<file path="config.mk">
export PLATFORM = sky130hd
export DESIGN_NAME = tile_loader_flat
export DESIGN_NICKNAME = d
export VERILOG_FILES = /design/src/rtl/tpu_mem_pkg.sv /design/src/rtl/tile_loader_if.sv /design/src/rtl/row_pack_buf.sv /design/src/rtl/tile_loader.sv /design/src/flat_wrapper.sv
export SDC_FILE = /design/constraint.sdc
export NUM_CORES = 1
export LEC_CHECK = 0
export ABC_AREA = 1
export CORE_ASPECT_RATIO = 1.5
export CORE_MARGIN = 1
export CORE_UTILIZATION = 43
export DETAILED_ROUTE_END_ITERATION = 7
export PLACE_DENSITY = 0.79
export SYNTH_ARGS = -nofsm -noshare
export SYNTH_HDL_FRONTEND = slang
export SYNTH_SLANG_ARGS = --single-unit
</file>
<file path="constraint.sdc">
create_clock -name clk -period 3.2 [get_ports clk]
set_clock_uncertainty 0.05 [all_clocks]
set_input_delay 0.64 -clock clk [delete_from_list [all_inputs] [get_ports clk]]
set_output_delay 0.64 -clock clk [all_outputs]
set_load 0.02 [all_outputs]
</file>
<file path="src/rtl/tpu_mem_pkg.sv">
// Shared types and helpers for the tile loader and its memory-side neighbours:
// loader state encoding, default tile base addresses and the beat address helper.
package tpu_mem_pkg;

  typedef enum logic [2:0] {
    ST_IDLE,
    ST_ISSUE,
    ST_WAIT,
    ST_CAPTURE,
    ST_EMIT,
    ST_DONE
  } tile_loader_state_e;

  localparam logic [12:0] TPU_BASE_ADDR_W = 13'h0000;
  localparam logic [12:0] TPU_BASE_ADDR_X = 13'h1000;

  // Byte address of a beat; callers truncate to their address width so it wraps.
  function automatic logic [31:0] beat_addr(input logic [31:0] base,
                                            input logic [31:0] beat,
                                            input logic [31:0] bytes_per_beat);
    return base + beat * bytes_per_beat;
  endfunction

endpackage

</file>
<file path="src/rtl/tile_loader_if.sv">
// Memory request/response bus plus the row-output handshake of the tile loader.
// Row handshake: a row transfers on any cycle with row_valid && row_ready; once
// row_valid rises, row_valid, row_data and row_idx hold until that cycle.
interface tile_loader_if #(
  parameter int N              = 4,
  parameter int DATA_WIDTH     = 16,
  parameter int BANKING_FACTOR = 1,
  parameter int ADDRESS_WIDTH  = 13
);
  localparam int IDX_W = (N > 1) ? $clog2(N) : 1;

  logic                                mem_read_en;
  logic [ADDRESS_WIDTH-1:0]            mem_req_addr;
  logic                                mem_write_en;
  logic [DATA_WIDTH*BANKING_FACTOR-1:0] mem_req_data;
  logic [DATA_WIDTH*BANKING_FACTOR-1:0] mem_resp_data;

  logic                                row_valid;
  logic                                row_ready;
  logic [N*DATA_WIDTH-1:0]             row_data;
  logic [IDX_W-1:0]                    row_idx;

  modport master (
    output mem_read_en, mem_req_addr, mem_write_en, mem_req_data,
    input  mem_resp_data,
    output row_valid, row_data, row_idx,
    input  row_ready
  );

  modport slave (
    input  mem_read_en, mem_req_addr, mem_write_en, mem_req_data,
    output mem_resp_data,
    input  row_valid, row_data, row_idx,
    output row_ready
  );

endinterface

</file>
<file path="src/rtl/row_pack_buf.sv">
// N-element row register file: beats of BANKING_FACTOR elements are written at a
// slot index and the whole row is presented in parallel.
module row_pack_buf #(
  parameter int N              = 4,
  parameter int DATA_WIDTH     = 16,
  parameter int BANKING_FACTOR = 1,
  parameter int SLOT_W         = (N > 1) ? $clog2(N) : 1
) (
  input  logic                                 clk,
  input  logic                                 rst,
  input  logic                                 wr_en,
  input  logic [SLOT_W-1:0]                    wr_slot,
  input  logic [DATA_WIDTH*BANKING_FACTOR-1:0] wr_data,
  output logic [N*DATA_WIDTH-1:0]              row_data
);

  logic [DATA_WIDTH-1:0] elems_q [N];

  always_ff @(posedge clk) begin
    if (rst) begin
      for (int i = 0; i < N; i++) elems_q[i] <= '0;
    end else if (wr_en) begin
      for (int b = 0; b < BANKING_FACTOR; b++)
        elems_q[int'(wr_slot) + b] <= wr_data[b*DATA_WIDTH +: DATA_WIDTH];
    end
  end

  always_comb begin
    row_data = '0;
    for (int c = 0; c < N; c++) row_data[c*DATA_WIDTH +: DATA_WIDTH] = elems_q[c];
  end

endmodule

</file>
<file path="src/rtl/tile_loader.sv">
// Loads one N x N tile with single outstanding fixed-latency reads and emits it row
// by row. Optional busy/stall counters are built when TILE_LOADER_PERF_EN is defined.
module tile_loader
  import tpu_mem_pkg::*;
#(
  parameter int                       N              = 4,
  parameter int                       DATA_WIDTH     = 16,
  parameter int                       BANKING_FACTOR = 1,
  parameter int                       ADDRESS_WIDTH  = 13,
  parameter logic [ADDRESS_WIDTH-1:0] BASE_ADDR_W    = ADDRESS_WIDTH'(TPU_BASE_ADDR_W),
  parameter logic [ADDRESS_WIDTH-1:0] BASE_ADDR_X    = ADDRESS_WIDTH'(TPU_BASE_ADDR_X),
  parameter int                       MEM_LATENCY    = 2
) (
  input  logic               clk,
  input  logic               rst,
  input  logic               start,
  input  logic               sel_x,
  output logic               busy,
  output logic               done,
  output tile_loader_state_e dbg_state,
  tile_loader_if.master      bus
`ifdef TILE_LOADER_PERF_EN
  ,
  output logic [31:0]        perf_cycles,
  output logic [31:0]        perf_stall
`endif
);

  localparam int BPR            = N / BANKING_FACTOR;
  localparam int BEATS          = N * BPR;
  localparam int BYTES_PER_BEAT = BANKING_FACTOR * (DATA_WIDTH / 8);
  localparam int IDX_W          = (N > 1) ? $clog2(N) : 1;
  localparam int BEAT_W         = (BEATS > 1) ? $clog2(BEATS) : 1;
  localparam int WAIT_W         = (MEM_LATENCY > 1) ? $clog2(MEM_LATENCY) : 1;

  if ((N % BANKING_FACTOR) != 0 || MEM_LATENCY < 1) begin : g_param_check
    $error("tile_loader: N must be a multiple of BANKING_FACTOR and MEM_LATENCY >= 1");
  end

  tile_loader_state_e       state_q, state_d;
  logic [ADDRESS_WIDTH-1:0] base_q, base_d;
  logic [BEAT_W-1:0]        beat_q, beat_d;
  logic [IDX_W-1:0]         row_q, row_d;
  logic [WAIT_W-1:0]        wait_q, wait_d;
  logic                     buf_wr;
  logic [IDX_W-1:0]         wr_slot;
  logic                     last_beat_in_row;
  logic [ADDRESS_WIDTH-1:0] req_addr;

  always_comb begin
    wr_slot          = IDX_W'((int'(beat_q) % BPR) * BANKING_FACTOR);
    last_beat_in_row = (int'(beat_q) % BPR) == (BPR - 1);
  end

  always_ff @(posedge clk) begin
    if (rst) begin
      state_q <= ST_IDLE;
      base_q  <= '0;
      beat_q  <= '0;
      row_q   <= '0;
      wait_q  <= '0;
    end else begin
      state_q <= state_d;
      base_q  <= base_d;
      beat_q  <= beat_d;
      row_q   <= row_d;
      wait_q  <= wait_d;
    end
  end

  // One request in flight at most: the next ISSUE only follows CAPTURE of the previous beat.
  always_comb begin
    state_d = state_q;
    base_d  = base_q;
    beat_d  = beat_q;
    row_d   = row_q;
    wait_d  = wait_q;
    buf_wr  = 1'b0;
    case (state_q)
      ST_IDLE: begin
        if (start) begin
          base_d  = sel_x ? BASE_ADDR_X : BASE_ADDR_W;
          beat_d  = '0;
          row_d   = '0;
          state_d = ST_ISSUE;
        end
      end
      ST_ISSUE: begin
        wait_d  = '0;
        state_d = ST_WAIT;
      end
      ST_WAIT: begin
        wait_d = wait_q + 1'b1;
        if (wait_q == WAIT_W'(MEM_LATENCY - 1)) state_d = ST_CAPTURE;
      end
      ST_CAPTURE: begin
        buf_wr  = 1'b1;
        beat_d  = beat_q + 1'b1;
        state_d = last_beat_in_row ? ST_EMIT : ST_ISSUE;
      end
      ST_EMIT: begin
        if (bus.row_ready) begin
          row_d   = row_q + 1'b1;
          state_d = (row_q == IDX_W'(N - 1)) ? ST_DONE : ST_ISSUE;
        end
      end
      ST_DONE:  state_d = ST_IDLE;
      default:  state_d = ST_IDLE;
    endcase
  end

  assign req_addr = ADDRESS_WIDTH'(beat_addr(32'(base_q), 32'(beat_q), 32'(BYTES_PER_BEAT)));

  assign busy             = (state_q == ST_ISSUE) || (state_q == ST_WAIT) ||
                            (state_q == ST_CAPTURE) || (state_q == ST_EMIT);
  assign done             = (state_q == ST_DONE);
  assign dbg_state        = state_q;
  assign bus.mem_read_en  = (state_q == ST_ISSUE);
  assign bus.mem_req_addr = ((state_q == ST_ISSUE) || (state_q == ST_WAIT)) ? req_addr : '0;
  assign bus.mem_write_en = 1'b0;
  assign bus.mem_req_data = '0;
  assign bus.row_valid    = (state_q == ST_EMIT);
  assign bus.row_idx      = row_q;

  row_pack_buf #(
    .N              (N),
    .DATA_WIDTH     (DATA_WIDTH),
    .BANKING_FACTOR (BANKING_FACTOR),
    .SLOT_W         (IDX_W)
  ) u_row_buf (
    .clk      (clk),
    .rst      (rst),
    .wr_en    (buf_wr),
    .wr_slot  (wr_slot),
    .wr_data  (bus.mem_resp_data),
    .row_data (bus.row_data)
  );

`ifdef TILE_LOADER_PERF_EN
  logic [31:0] cyc_cnt_q, stall_cnt_q, perf_cycles_q, perf_stall_q;

  // Running counters restart every idle period; results are published in DONE.
  always_ff @(posedge clk) begin
    if (rst) begin
      cyc_cnt_q     <= '0;
      stall_cnt_q   <= '0;
      perf_cycles_q <= '0;
      perf_stall_q  <= '0;
    end else begin
      if (state_q == ST_IDLE) begin
        cyc_cnt_q   <= '0;
        stall_cnt_q <= '0;
      end else if (busy) begin
        if (cyc_cnt_q != '1) cyc_cnt_q <= cyc_cnt_q + 32'd1;
        if (state_q == ST_EMIT && !bus.row_ready && stall_cnt_q != '1)
          stall_cnt_q <= stall_cnt_q + 32'd1;
      end
      if (state_q == ST_DONE) begin
        perf_cycles_q <= cyc_cnt_q;
        perf_stall_q  <= stall_cnt_q;
      end
    end
  end

  assign perf_cycles = perf_cycles_q;
  assign perf_stall  = perf_stall_q;
`endif

endmodule

</file>
<file path="src/flat_wrapper.sv">
// flat-port wrapper written by rule: the top's interface ports become plain ports
module tile_loader_flat import tpu_mem_pkg::*;
#(
  parameter int                       N              = 4,
  parameter int                       DATA_WIDTH     = 16,
  parameter int                       BANKING_FACTOR = 1,
  parameter int                       ADDRESS_WIDTH  = 13,
  parameter logic [ADDRESS_WIDTH-1:0] BASE_ADDR_W    = ADDRESS_WIDTH'(TPU_BASE_ADDR_W),
  parameter logic [ADDRESS_WIDTH-1:0] BASE_ADDR_X    = ADDRESS_WIDTH'(TPU_BASE_ADDR_X),
  parameter int                       MEM_LATENCY    = 2
)
  (clk, rst, start, sel_x, busy, done, dbg_state, bus_mem_read_en, bus_mem_req_addr, bus_mem_write_en, bus_mem_req_data, bus_mem_resp_data, bus_row_valid, bus_row_data, bus_row_idx, bus_row_ready);
  tile_loader_if #(.N(N), .DATA_WIDTH(DATA_WIDTH), .BANKING_FACTOR(BANKING_FACTOR), .ADDRESS_WIDTH(ADDRESS_WIDTH)) bus_i ();
  input  logic clk;
  input  logic rst;
  input  logic start;
  input  logic sel_x;
  output logic busy;
  output logic done;
  output tile_loader_state_e dbg_state;
  output wire logic [$bits(bus_i.mem_read_en)-1:0] bus_mem_read_en;
  output wire logic [$bits(bus_i.mem_req_addr)-1:0] bus_mem_req_addr;
  output wire logic [$bits(bus_i.mem_write_en)-1:0] bus_mem_write_en;
  output wire logic [$bits(bus_i.mem_req_data)-1:0] bus_mem_req_data;
  input wire logic [$bits(bus_i.mem_resp_data)-1:0] bus_mem_resp_data;
  output wire logic [$bits(bus_i.row_valid)-1:0] bus_row_valid;
  output wire logic [$bits(bus_i.row_data)-1:0] bus_row_data;
  output wire logic [$bits(bus_i.row_idx)-1:0] bus_row_idx;
  input wire logic [$bits(bus_i.row_ready)-1:0] bus_row_ready;
  assign bus_mem_read_en = bus_i.mem_read_en;
  assign bus_mem_req_addr = bus_i.mem_req_addr;
  assign bus_mem_write_en = bus_i.mem_write_en;
  assign bus_mem_req_data = bus_i.mem_req_data;
  assign bus_i.mem_resp_data = bus_mem_resp_data;
  assign bus_row_valid = bus_i.row_valid;
  assign bus_row_data = bus_i.row_data;
  assign bus_row_idx = bus_i.row_idx;
  assign bus_i.row_ready = bus_row_ready;
  tile_loader #(.N(N), .DATA_WIDTH(DATA_WIDTH), .BANKING_FACTOR(BANKING_FACTOR), .ADDRESS_WIDTH(ADDRESS_WIDTH), .BASE_ADDR_W(BASE_ADDR_W), .BASE_ADDR_X(BASE_ADDR_X), .MEM_LATENCY(MEM_LATENCY)) u_core (.clk(clk), .rst(rst), .start(start), .sel_x(sel_x), .busy(busy), .done(done), .dbg_state(dbg_state), .bus(bus_i));
endmodule
</file>
=== Yosys cells after proc, flatten, opt, wreduce, memory -nomap -nowiden ===
Memory sizes are Yosys's and may differ from the RTL's.
Cells that the tools add are included.

* Reduce and logical (&&, ||, !) cells: 12
* $add $sub $neg: 4
* Equality and inequality tests: 10
* Muxes and demuxes: 23

{| class="wikitable"
|+ Operator list
! kind !! count
|-
| $mux 13 || 2
|-
| $mux 16 || 1
|-
| $reduce_or 16->1 || 1
|-
| $mux 3 || 5
|-
| $pmux 3 s5 || 1
|-
| $add 13x5->13 || 1
|-
| $pmux 4 s2 || 1
|-
| $mux 1 || 7
|-
| $eq 3x2->1 const B || 2
|-
| $eq 3x3->1 const B || 2
|-
| $mux 2 || 3
|-
| $reduce_and 3->1 || 2
|-
| $reduce_bool 2->1 || 3
|-
| $add 4x1->4 const B || 1
|-
| $mux 4 || 1
|-
| $ne 2x1->1 const B || 2
|-
| $pmux 2 s2 || 1
|-
| $reduce_and 2->1 || 2
|-
| $eq 3x1->1 const B || 1
|-
| $logic_not 3->1 || 1
|-
| $logic_or 1x1->1 || 3
|-
| $add 2x1->2 const B || 1
|-
| $eq 2x1->1 const B || 1
|-
| $eq 2x2->1 const B || 1
|-
| other kinds (3) || 3
|}

* Input bits: 21
* Memory bits (writable): 64
* Bits in registers: 23
* Logic and storage cells: 55
* Output and inout bits: 103
* Memories kept: 1

{| class="wikitable"
|+ Memories
! memory !! depth !! width !! rd ports !! clocked after memory_dff !! wr ports !! RTL line !! source
|-
| u_core.u_row_buf.elems_q || 4 || 16 || 4 || 0 || 4 || row_pack_buf.sv:17 || <nowiki>logic [DATA_WIDTH-1:0] elems_q [N];</nowiki>
|}

=== Logic depth before layout (Yosys ltp) ===
Gate-level depths: netlist of run 1.

* Depth in word-level cells: 7
* Gate-level depth with buffers: 7
* Gate-level depth less buffers: 7

=== By module ===
A second synthesis of run 1 with hierarchy kept.

* Cell total of the unflattened synthesis: 284
* Area total of the unflattened synthesis: 3163.0 µm²

{| class="wikitable"
|+ By module, submodules not included
! module !! sequential area each (µm²) !! cells each !! area an instance (µm²) !! instances
|-
| row_pack_buf || 1921.8 || 164 || 2347.3 || 1
|-
| tile_loader || 220.2 || 120 || 815.8 || 1
|}

=== Worst setup path after synthesis of run 1 ===
OpenSTA, ideal clock, no wires.

* Kind: register to register
* Start: reg u_core.state_q[0] (netlist: u_core.dbg_state[0])
* End: mem u_core.u_row_buf.elems_q[3][0] (enable)
* Buffers on the path: 0
* Setup slack: 0.700 ns
* Clock period less this slack: 2.500 ns
* Setup time: 0.414 ns
* Data required time: 2.736 ns
* Arrival time: 2.035 ns
* Cell stages (with the launch flop): 3
* Path through: dfxtp_1 nand3_4 o31ai_1

{| class="wikitable"
|+ RTL lines
! element !! RTL line !! source
|-
| from (decl) || tile_loader.sv:40 || <nowiki>tile_loader_state_e state_q, state_d;</nowiki>
|-
| from (signal assigned) || tile_loader.sv:63 || <nowiki>state_q <= state_d;</nowiki>
|-
| to (decl) || row_pack_buf.sv:17 ||
|}

=== Worst setup path after layout of run 1 ===
* Start: reg u_core.state_q[1] (netlist: u_core.dbg_state[1])
* End: out busy

* Word-level cells in the longest chain between the ends: 4
* Elaborated cells on any way between the ends: 7
* Classes of those cells: 4 x eq/ne; 3 x reduce/logical

{| class="wikitable"
|+ RTL lines
! element !! RTL line !! source
|-
| $eq 3x1->1 / $eq 3x2->1 (equally long branches) || tile_loader.sv:114 || <nowiki>assign busy = (state_q == ST_ISSUE) || (state_q == ST_WAIT) ||</nowiki>
|-
| $logic_or 1x1->1 (2 in a row) || tile_loader.sv:114 ||
|-
| $logic_or 1x1->1 (*) || tile_loader.sv:115 || <nowiki>(state_q == ST_CAPTURE) || (state_q == ST_EMIT);</nowiki>
|-
| to (decl) || flat_wrapper.sv:18 || <nowiki>output logic busy;</nowiki>
|}

Mark *: on every way between the ends. The rest lies on a longest branch, timed or not.

==> flow_summary.yaml, run 1 <==
global_routing:
  grt_overflow_total: 0
  grt_max_degree: 18
  grt_pass1_wl_mm: 10.6
  grt_pass1_vias: 2135
  antenna_found_initial: 0
  grtUsageTotal: 0.186
finish:
  multi_input_area_um2: 758
  fillCellCount: 562
  drive_gt1_frac: 0.0873
  area_growth_pct: 36.0
  register_area_mm2: 0.00214
  finalInstanceArea_mm2: 0.00429
  diodes: 0
  fin_cells: 475
  fin_nets: 397
pwr:
  ir_drop_v: 0.000260
  pwr_density_cell_mw_per_mm2: 475
  leakagePower_nw: 1.71
clock_tree:
  post-cts-setup-buffers: 0
  holdBufCountCts: 0
  clk_latency_ns: 0.33
  cts_made_buffers: 9
  cts_buffer_depth: 2
  ctsRootBufferMaster: "clkbuf_8"
  cts_resized: 0
  clock-sinks: 75
  clkTransAtPathRegs_ns: 0.07
  h-tree-depth: 3
  cts_tree: "built"
critical_path:
  reg2reg_from: "u_core.dbg_state[0]$_SDFFE_PP0P_"
  cp-endpoint: "busy"
  rr_worst_depth: 4
  timing.rr.end: "u_core.u_row_buf.elems_q[0][2]$_SDFFCE_PN0P_"
  max_stage_delay_ns: 0.55
  worstSetupPathType: "flop to output port"
  end_kind: "output port"
  worstPathMaxFanout: 8
  crit_required_ns: 2.51
  critPathLaunch: "u_core.dbg_state[1]$_SDFFE_PP0P_"
  crit_path_top_delay_cell: "clkdlybuf4s50_1"
  crit_path_cell_trace: "inv_1, nand3_1, nand2_1, inv_1, nand3_1, clkdlybuf4s50_1"
  r2r_slack_ns: 1.11
  cp-start-kind: "flop"
  critical_path_arrival_ns: 2.04
place:
  place_inst: 460
  place_congestion: 0.759
  place_area_mm2: 0.00413
  portBuffers: 98
  dpl.hpwl_mm: 5.00
yosys:
  ys.flop_type: "edfxtp_1"
  syn_area_mm2: 0.00315
  synthArstFlopShare: 0
  ys_warn_count: 0
  synth_edf_count: 64
  ys_ff_latch: 75
  synth.yosys.seq_area_share: 0.679
  avgSynthCellArea_um2: 11.7
  synth_cell_types: 21
  synth_cells: 270
sta:
  period_needed_ns: 2.73
  fmax_ghz: 0.367
  setup_viol: 0
  rsz0062_at_grt: "no"
  drv_slew: 0
  fin_tns_setup_ns: 0
  hold_viol: 0
  tightestPinTransition_ns: 0.894
  fin_crit_sh: 0.852
  max_slew_margin: 0.404
floorplanning:
  core_area_mm2: 0.00699
  chipWidth_um: 71.9
  dieArea_mm2: 0.00769
  start_util: 0.451
  rows: 37
  dieHeight_um: 107
  io_pins: 124
detailed_routing:
  drc_errors: 0
  vias: 2165
  drt_first_pass_iters: 5
  wirelength_mm: 6.66
  drtAntennaViolNets: 0
  drt-wirelength-per-cell_um: 14.0
  routed_via_density: 4.56
  drt-initial-drc-count: 142
flow_run:
  drv_cap: 0
hold_path:
  hp-class: "flop to flop"
status:
  status: "finished clean"
[state kept, by name, indices dropped and copies added, names as in the netlist]
register	flops
u_core.wait_q	1
u_core.beat_q	4
u_core.u_row_buf.elems_q	64
u_core.bus.row_idx	2
u_core.base_q	1
u_core.dbg_state	3
[critical path, delay by kind of cell (launching register included)]
kind | cells | cell delay (ns)
flip-flops | 1 | 0.49
buffers and inverters | 3 | 0.89
AND/OR/NAND/NOR | 3 | 0.31
[cell type report]
cell class,count,share of cell area
flip-flops and latches,75,0.499
inverters,32,0.0280
repair buffers,99,0.230
multi-input cells,157,0.177
clock inverters,5,0.00729
clock buffers,10,0.0298
well taps,97,0.0283
[worst min-delay path by stage]
stage                                               from                             end  slack, ns  cells after the start
after CTS                 u_core.base_q[12]$_SDFFE_PP0P_  u_core.base_q[12]$_SDFFE_PP0P_       0.42                      2
final                     u_core.base_q[12]$_SDFFE_PP0P_  u_core.base_q[12]$_SDFFE_PP0P_       0.41                      2
after detailed placement  u_core.base_q[12]$_SDFFE_PP0P_  u_core.base_q[12]$_SDFFE_PP0P_       0.41                      2
after floorplan           u_core.base_q[12]$_SDFFE_PP0P_  u_core.base_q[12]$_SDFFE_PP0P_       0.38                      2
after global placement        u_core.wait_q$_SDFFE_PP0N_      u_core.wait_q$_SDFFE_PP0N_       0.40                      2
after global routing      u_core.base_q[12]$_SDFFE_PP0P_  u_core.base_q[12]$_SDFFE_PP0P_       0.44                      2
[through the flow]
stage                     power (mW)   util  worst slack (ns)  hold WS [ns]
after floorplan                 1.33      -             0.700         0.380
after global placement          1.45  0.591             0.574         0.401
after detailed placement        1.46  0.591             0.497         0.406
after CTS                       2.05  0.614             0.464         0.416
after global routing            2.12  0.614             0.320         0.441
final                           2.04  0.614             0.474         0.412
[cells in the final DEF (no fill, tap or decap), drive strengths merged, types with 3 or more instances in the layout]
master,count
conb,25
edfxtp,64
clkbuf,10
clkinv,4
nand2,22
clkdlybuf4s50,98
nor2,80
a21oi,6
inv,32
dfxtp,11
nand3,13
o21ai,3
[synthesized netlist by cell type (2+ instances only)]
master | number | area (um2)
nand4_1 | 2 | 12.5
inv_1 | 30 | 113
nand3_4 | 4 | 70.1
nor2_1 | 69 | 259
nand3_1 | 9 | 45.0
ha_1 | 2 | 25.0
buf_6 | 4 | 45.0
o211ai_1 | 2 | 15.0
o21ai_0 | 3 | 15.0
nand2_1 | 22 | 82.6
dfxtp_1 | 11 | 220
edfxtp_1 | 64 | 1920
nor2_2 | 10 | 62.6
buf_4 | 25 | 188
a21oi_1 | 6 | 30.0
inv_2 | 2 | 7.51
[kinds of logic (layout without fill, tap and decap cells)]
kind of cell / count (synthesis) / in the layout / share of synthesized area
simple gates: 117 / 117 / 0.175
other cells: 1 / 25 / 0.00119
fa+ha+maj: 2 / 2 / 0.00794
buf+inv: 62 / 146 / 0.113
compound gates: 13 / 13 / 0.0234
flops: 75 / 75 / 0.679
[power by group]
group	switching [mW]	internal, mW	total, mW
sequential	0.0246	1.10	1.13
clock	0.326	0.274	0.600
combinational	0.192	0.118	0.309
[per-layer routing]
layer	track usage	share of wire	up-vias
met2	0.330	0.53	109
met5	0	0	-
li1	-	-	1040
met4	0.0546	0.013	0
met1	0.213	0.38	1007
met3	0.0573	0.076	9
(Power assumes the default switching activity.)
==> inputs of run 2 (changes only) <==
CORE_UTILIZATION = 45   (was 43)
DONT_BUFFER_PORTS = 1   (was not set)
PLACE_DENSITY = 0.6   (was 0.79)
==> run 2 against run 1 <==
Wire length is 12% lower. Sequential power increased by 4%. Final cell count down 24%. Non-clock buffer count fell by 98. Worst hold slack worse by 0.12 ns. Sequential share of layout area up 15 points. Flip-flop and latch count unchanged. Critical path depth down 1. Largest power group unchanged.
==> flow_summary.yaml, run 2 (same netlist as run 1, synthesis figures left out) <==
sta:
  fmax_ghz: 0.416
  setup_viol: 0
  fin_crit_sh: 0.752
  period_needed_ns: 2.40
  hold_viol: 0
  rsz0062_at_grt: "no"
  drv_slew: 0
  hold_slack_ns: 0.297
  fin_tns_setup_ns: 0
  tightestPinTransition_ns: 0.670
  setup_ws_ns: 0.795
  max_slew_margin: 0.552
critical_path:
  worstSetupPathType: "flop to output port"
  cp-start-kind: "flop"
  end_kind: "output port"
  crit_path_cell_trace: "inv_1, nand3_1, nand2_1, inv_1, nand3_1"
  crit_path_top_delay_cell: "dfxtp_1"
  path_delay_family: "flip-flops"
  max_stage_delay_ns: 0.60
  crit_required_ns: 2.51
  worstPathMaxFanout: 8
  path_buf_inv: 2
  critical_path_arrival_ns: 1.71
detailed_routing:
  drt-initial-drc-count: 98
  wirelength_mm: 5.89
  drt_first_pass_iters: 6
  drt-wirelength-per-cell_um: 16.4
  drc_errors: 0
  vias: 1791
  routed_via_density: 4.99
  drtAntennaViolNets: 0
floorplanning:
  rows: 37
  io_pins: 124
  dieArea_mm2: 0.00735
  dieHeight_um: 105
  start_util: 0.463
  core_area_mm2: 0.00681
  chipWidth_um: 70.3
clock_tree:
  post-cts-setup-buffers: 0
  h-tree-depth: 3
  cts_made_buffers: 9
  ctsRootBufferMaster: "clkbuf_8"
  clock-sinks: 75
  cts_tree: "built"
  cts_buffer_depth: 2
  cts_resized: 0
  clkTransAtPathRegs_ns: 0.08
  holdBufCountCts: 0
  clk_latency_ns: 0.35
global_routing:
  grt_pass1_vias: 1733
  grt_pass1_wl_mm: 9.35
  grtUsageTotal: 0.172
  grt_max_degree: 18
  grt_overflow_total: 0
  antenna_found_initial: 0
finish:
  fin_nets: 299
  multi_input_area_um2: 758
  drive_gt1_frac: 0.114
  final_cell_mix: "nor2_1 (69), edfxtp_1 (64), inv_1 (30)"
  largest_reg_flops: 64
  finalInstanceArea_mm2: 0.00331
  area_growth_pct: 4.92
  finish.utilization: 0.486
  diodes: 0
  largest-register: "u_core.u_row_buf.elems_q"
  register_area_mm2: 0.00214
  fin_cells: 359
  fillCellCount: 614
  final_common_cell: "nor2_1"
pwr:
  pwr-share-comb: 0.071
  ir_drop_v: 0.000258
  p_int_mw: 1.48
  fin_total_pwr_mw: 2.01
  swShare: 0.264
  power_frac_clock: 0.340
  p_seq_frac: 0.589
  power.switching_uw: 528
  pwr_density_cell_mw_per_mm2: 606
  leakagePower_nw: 1.35
place:
  place_congestion: 0.742
  dp_slack_ns: 0.872
  place_area_mm2: 0.00313
  dpl.hpwl_mm: 4.26
  portBuffers: 0
  place_inst: 343
flow_run:
  drv_cap: 0
hold_path:
  hp-class: "input port to flop"
status:
  status: "finished clean"
-- run 2: cell types whose count changed in the layout (fill, tap and decap cells not counted) --
| cell | change |
|---|---|
| clkdlybuf4s50_1 | -98 |
| clkinv_1 | +3 |
| bufinv_16 | +1 |
| clkbuf_1 | -1 |
| clkinv_2 | -1 |
| clkinv_4 | -1 |
-- run 2: final timing paths --
path | startpoint | to | slack (ns) | cells past startpoint
setup / recovery | u_core.dbg_state[1]$_SDFFE_PP0P_ | busy | 0.80 | 5
hold / removal | rst | u_core.bus.row_idx[1]$_SDFFE_PP0P_ | 0.30 | 1
setup reg to reg | u_core.dbg_state[0]$_SDFFE_PP0P_ | u_core.u_row_buf.elems_q[1][14]$_SDFFCE_PN0P_ | 0.91 | 4
hold reg to reg | u_core.base_q[12]$_SDFFE_PP0P_ | u_core.base_q[12]$_SDFFE_PP0P_ | 0.41 | 2
-- run 2: layout make-up --
class,count,share of cell area
sequential,75,0.648
timing repair buffer,1,0.00227
clock inverter,7,0.0178
inverter,32,0.0363
multi-input combinational,157,0.229
tap,78,0.0295
clock buffer,9,0.0374
-- run 2: power groups by stage --
stage,combinational [mW],clock [mW],sequential [mW]
finish,0.142,0.681,1.18
global route,0.158,0.730,1.19
CTS,0.144,0.688,1.18
detailed placement,0.143,0,1.21
global placement,0.142,0,1.20
floorplan,0.139,0,1.20
-- run 2: routing by layer --
layer  GRT usage  wire length, um  up-vias
met5           0                0        -
met4      0.0814              110        0
met3      0.0620              441        7
met2       0.308             3270       89
met1       0.173             2060      854
li1            -                -      841
==> inputs of run 3 (changes only) <==
clock period = 2.45 ns   (was 3.2 ns; I/O delays follow)
==> run 3 against run 2 <==
Largest cell class unchanged. Total power is 30% higher. Global-route usage down 0.17 points. Sequential power rose by 31%. Highest routed layer unchanged. Wire length hardly changed. Register-to-register slack got worse by 0.41 ns. Critical path depth unchanged. Combinational power is 35% higher. Non-clock buffer count up 5. Worst hold slack worse by 0.14 ns. Die area unchanged. Critical endpoint unchanged. First-iteration DRC count grew 99%.
==> flow_summary.yaml, run 3 (same netlist as run 1, synthesis figures left out) <==
finish:
  final_cell_mix: "nor2_1 (69), edfxtp_1 (64), inv_1 (30)"
  fin_nets: 304
  fillCellCount: 613
  area_growth_pct: 5.91
  largest_reg_flops: 64
  drive_gt1_frac: 0.130
  final_common_cell: "nor2_1"
  finish.utilization: 0.491
  finalInstanceArea_mm2: 0.00334
  diodes: 0
  largest-register: "u_core.u_row_buf.elems_q"
pwr:
  ir_drop_v: 0.000343
  pwr_density_cell_mw_per_mm2: 780
  leakagePower_nw: 1.38
place:
  dpl.hpwl_mm: 4.21
  place_congestion: 0.732
  place_area_mm2: 0.00316
  portBuffers: 0
critical_path:
  crit_path_top_delay_cell: "dfxtp_1"
  path_buf_inv: 2
  worstSetupPathType: "flop to output port"
  worstPathMaxFanout: 8
  crit_path_cell_trace: "inv_1, nand3_1, nand2_1, inv_1, nand3_1"
  max_stage_delay_ns: 0.60
  path_delay_family: "flip-flops"
  end_kind: "output port"
  crit_required_ns: 1.91
  critical_path_arrival_ns: 1.71
  cp-start-kind: "flop"
detailed_routing:
  drt-wirelength-per-cell_um: 16.2
  vias: 1789
  wirelength_mm: 5.88
  drt-initial-drc-count: 195
  drc_errors: 0
  drt_first_pass_iters: 4
  drtAntennaViolNets: 0
  routed_via_density: 4.93
sta:
  period_needed_ns: 2.25
  tightestPinTransition_ns: 0.534
  hold_viol: 0
  fmax_ghz: 0.444
  max_slew_margin: 0.643
  fin_tns_setup_ns: 0
  drv_slew: 0
  fin_crit_sh: 0.920
  hold_slack_ns: 0.152
  rsz0062_at_grt: "no"
  setup_viol: 0
clock_tree:
  clkTransAtPathRegs_ns: 0.07
  post-cts-setup-buffers: 0
  clock-sinks: 75
  h-tree-depth: 3
  cts_made_buffers: 9
  cts_buffer_depth: 2
  holdBufCountCts: 0
  cts_tree: "built"
  clk_latency_ns: 0.34
  ctsRootBufferMaster: "clkbuf_8"
floorplanning:
  core_area_mm2: 0.00681
  start_util: 0.463
  dieHeight_um: 105
  rows: 37
  chipWidth_um: 70.3
  io_pins: 124
  dieArea_mm2: 0.00735
global_routing:
  grt_pass1_wl_mm: 9.29
  grt_max_degree: 18
  grtUsageTotal: 0.171
  antenna_found_initial: 0
  grt_overflow_total: 0
  grt_pass1_vias: 1739
status:
  status: "finished clean"
hold_path:
  hp-class: "input port to flop"
flow_run:
  drv_cap: 0
[run 3: cell types whose count changed in the layout (fill, tap and decap cells not counted), sizes merged]
cell | previous run | this run
clkinvlp | 1 | 0
clkbuf | 9 | 12
clkinv | 5 | 2
buf | 1 | 6
[run 3: power breakdown]
part / switching, mW / internal, mW / leakage [nW]
clock: 0.408 / 0.463 / 0.0902
combinational: 0.157 / 0.0348 / 0.535
sequential: 0.100 / 1.44 / 0.751
total: 0.665 / 1.94 / 1.38
[run 3: metrics by stage]
stage	cells	setup slack, ns	total power [mW]
after floorplan	294	0.447	1.74
after global placement	348	0.558	1.76
after detailed placement	348	0.487	1.77
after CTS	363	0.146	2.63
after global routing	363	0.0803	2.71
final	363	0.197	2.61
[run 3: worst paths after layout]
kind | depth (start not counted) | slack, ns | start | end
worst max-delay path | 5 | 0.20 | u_core.dbg_state[0]$_SDFFE_PP0P_ | busy
worst min-delay path | 1 | 0.15 | rst | u_core.bus.row_idx[0]$_SDFFE_PP0P_
worst max register to register | 5 | 0.50 | u_core.dbg_state[0]$_SDFFE_PP0P_ | u_core.u_row_buf.elems_q[0][13]$_SDFFCE_PN0P_
worst min register to register | 2 | 0.41 | u_core.base_q[12]$_SDFFE_PP0P_ | u_core.base_q[12]$_SDFFE_PP0P_
[run 3: repair_timing]
action	in CTS	in global routing
setup endpoints to repair	0	1
hold endpoints to repair	0	0
gates resized for setup	0	1
[run 3: cell type report]
class	instances	area (um2)	share of cell area
clock inverter	3	40.0	0.0120
multi-input combinational	157	758	0.227
sequential	75	2140	0.642
timing repair buffer	6	45.0	0.0135
tap	78	97.6	0.0292
clock buffer	12	135	0.0405
inverter	32	120	0.0360
[run 3: metal layers]
| layer | track usage | routed length [um] | vias up |
|---|---|---|---|
| met1 | 0.175 | 2220 | 843 |
| met3 | 0.0640 | 452 | 10 |
| met5 | 0 | 0 | - |
| met4 | 0.0857 | 124 | 0 |
| met2 | 0.297 | 3090 | 83 |
| li1 | - | - | 853 |
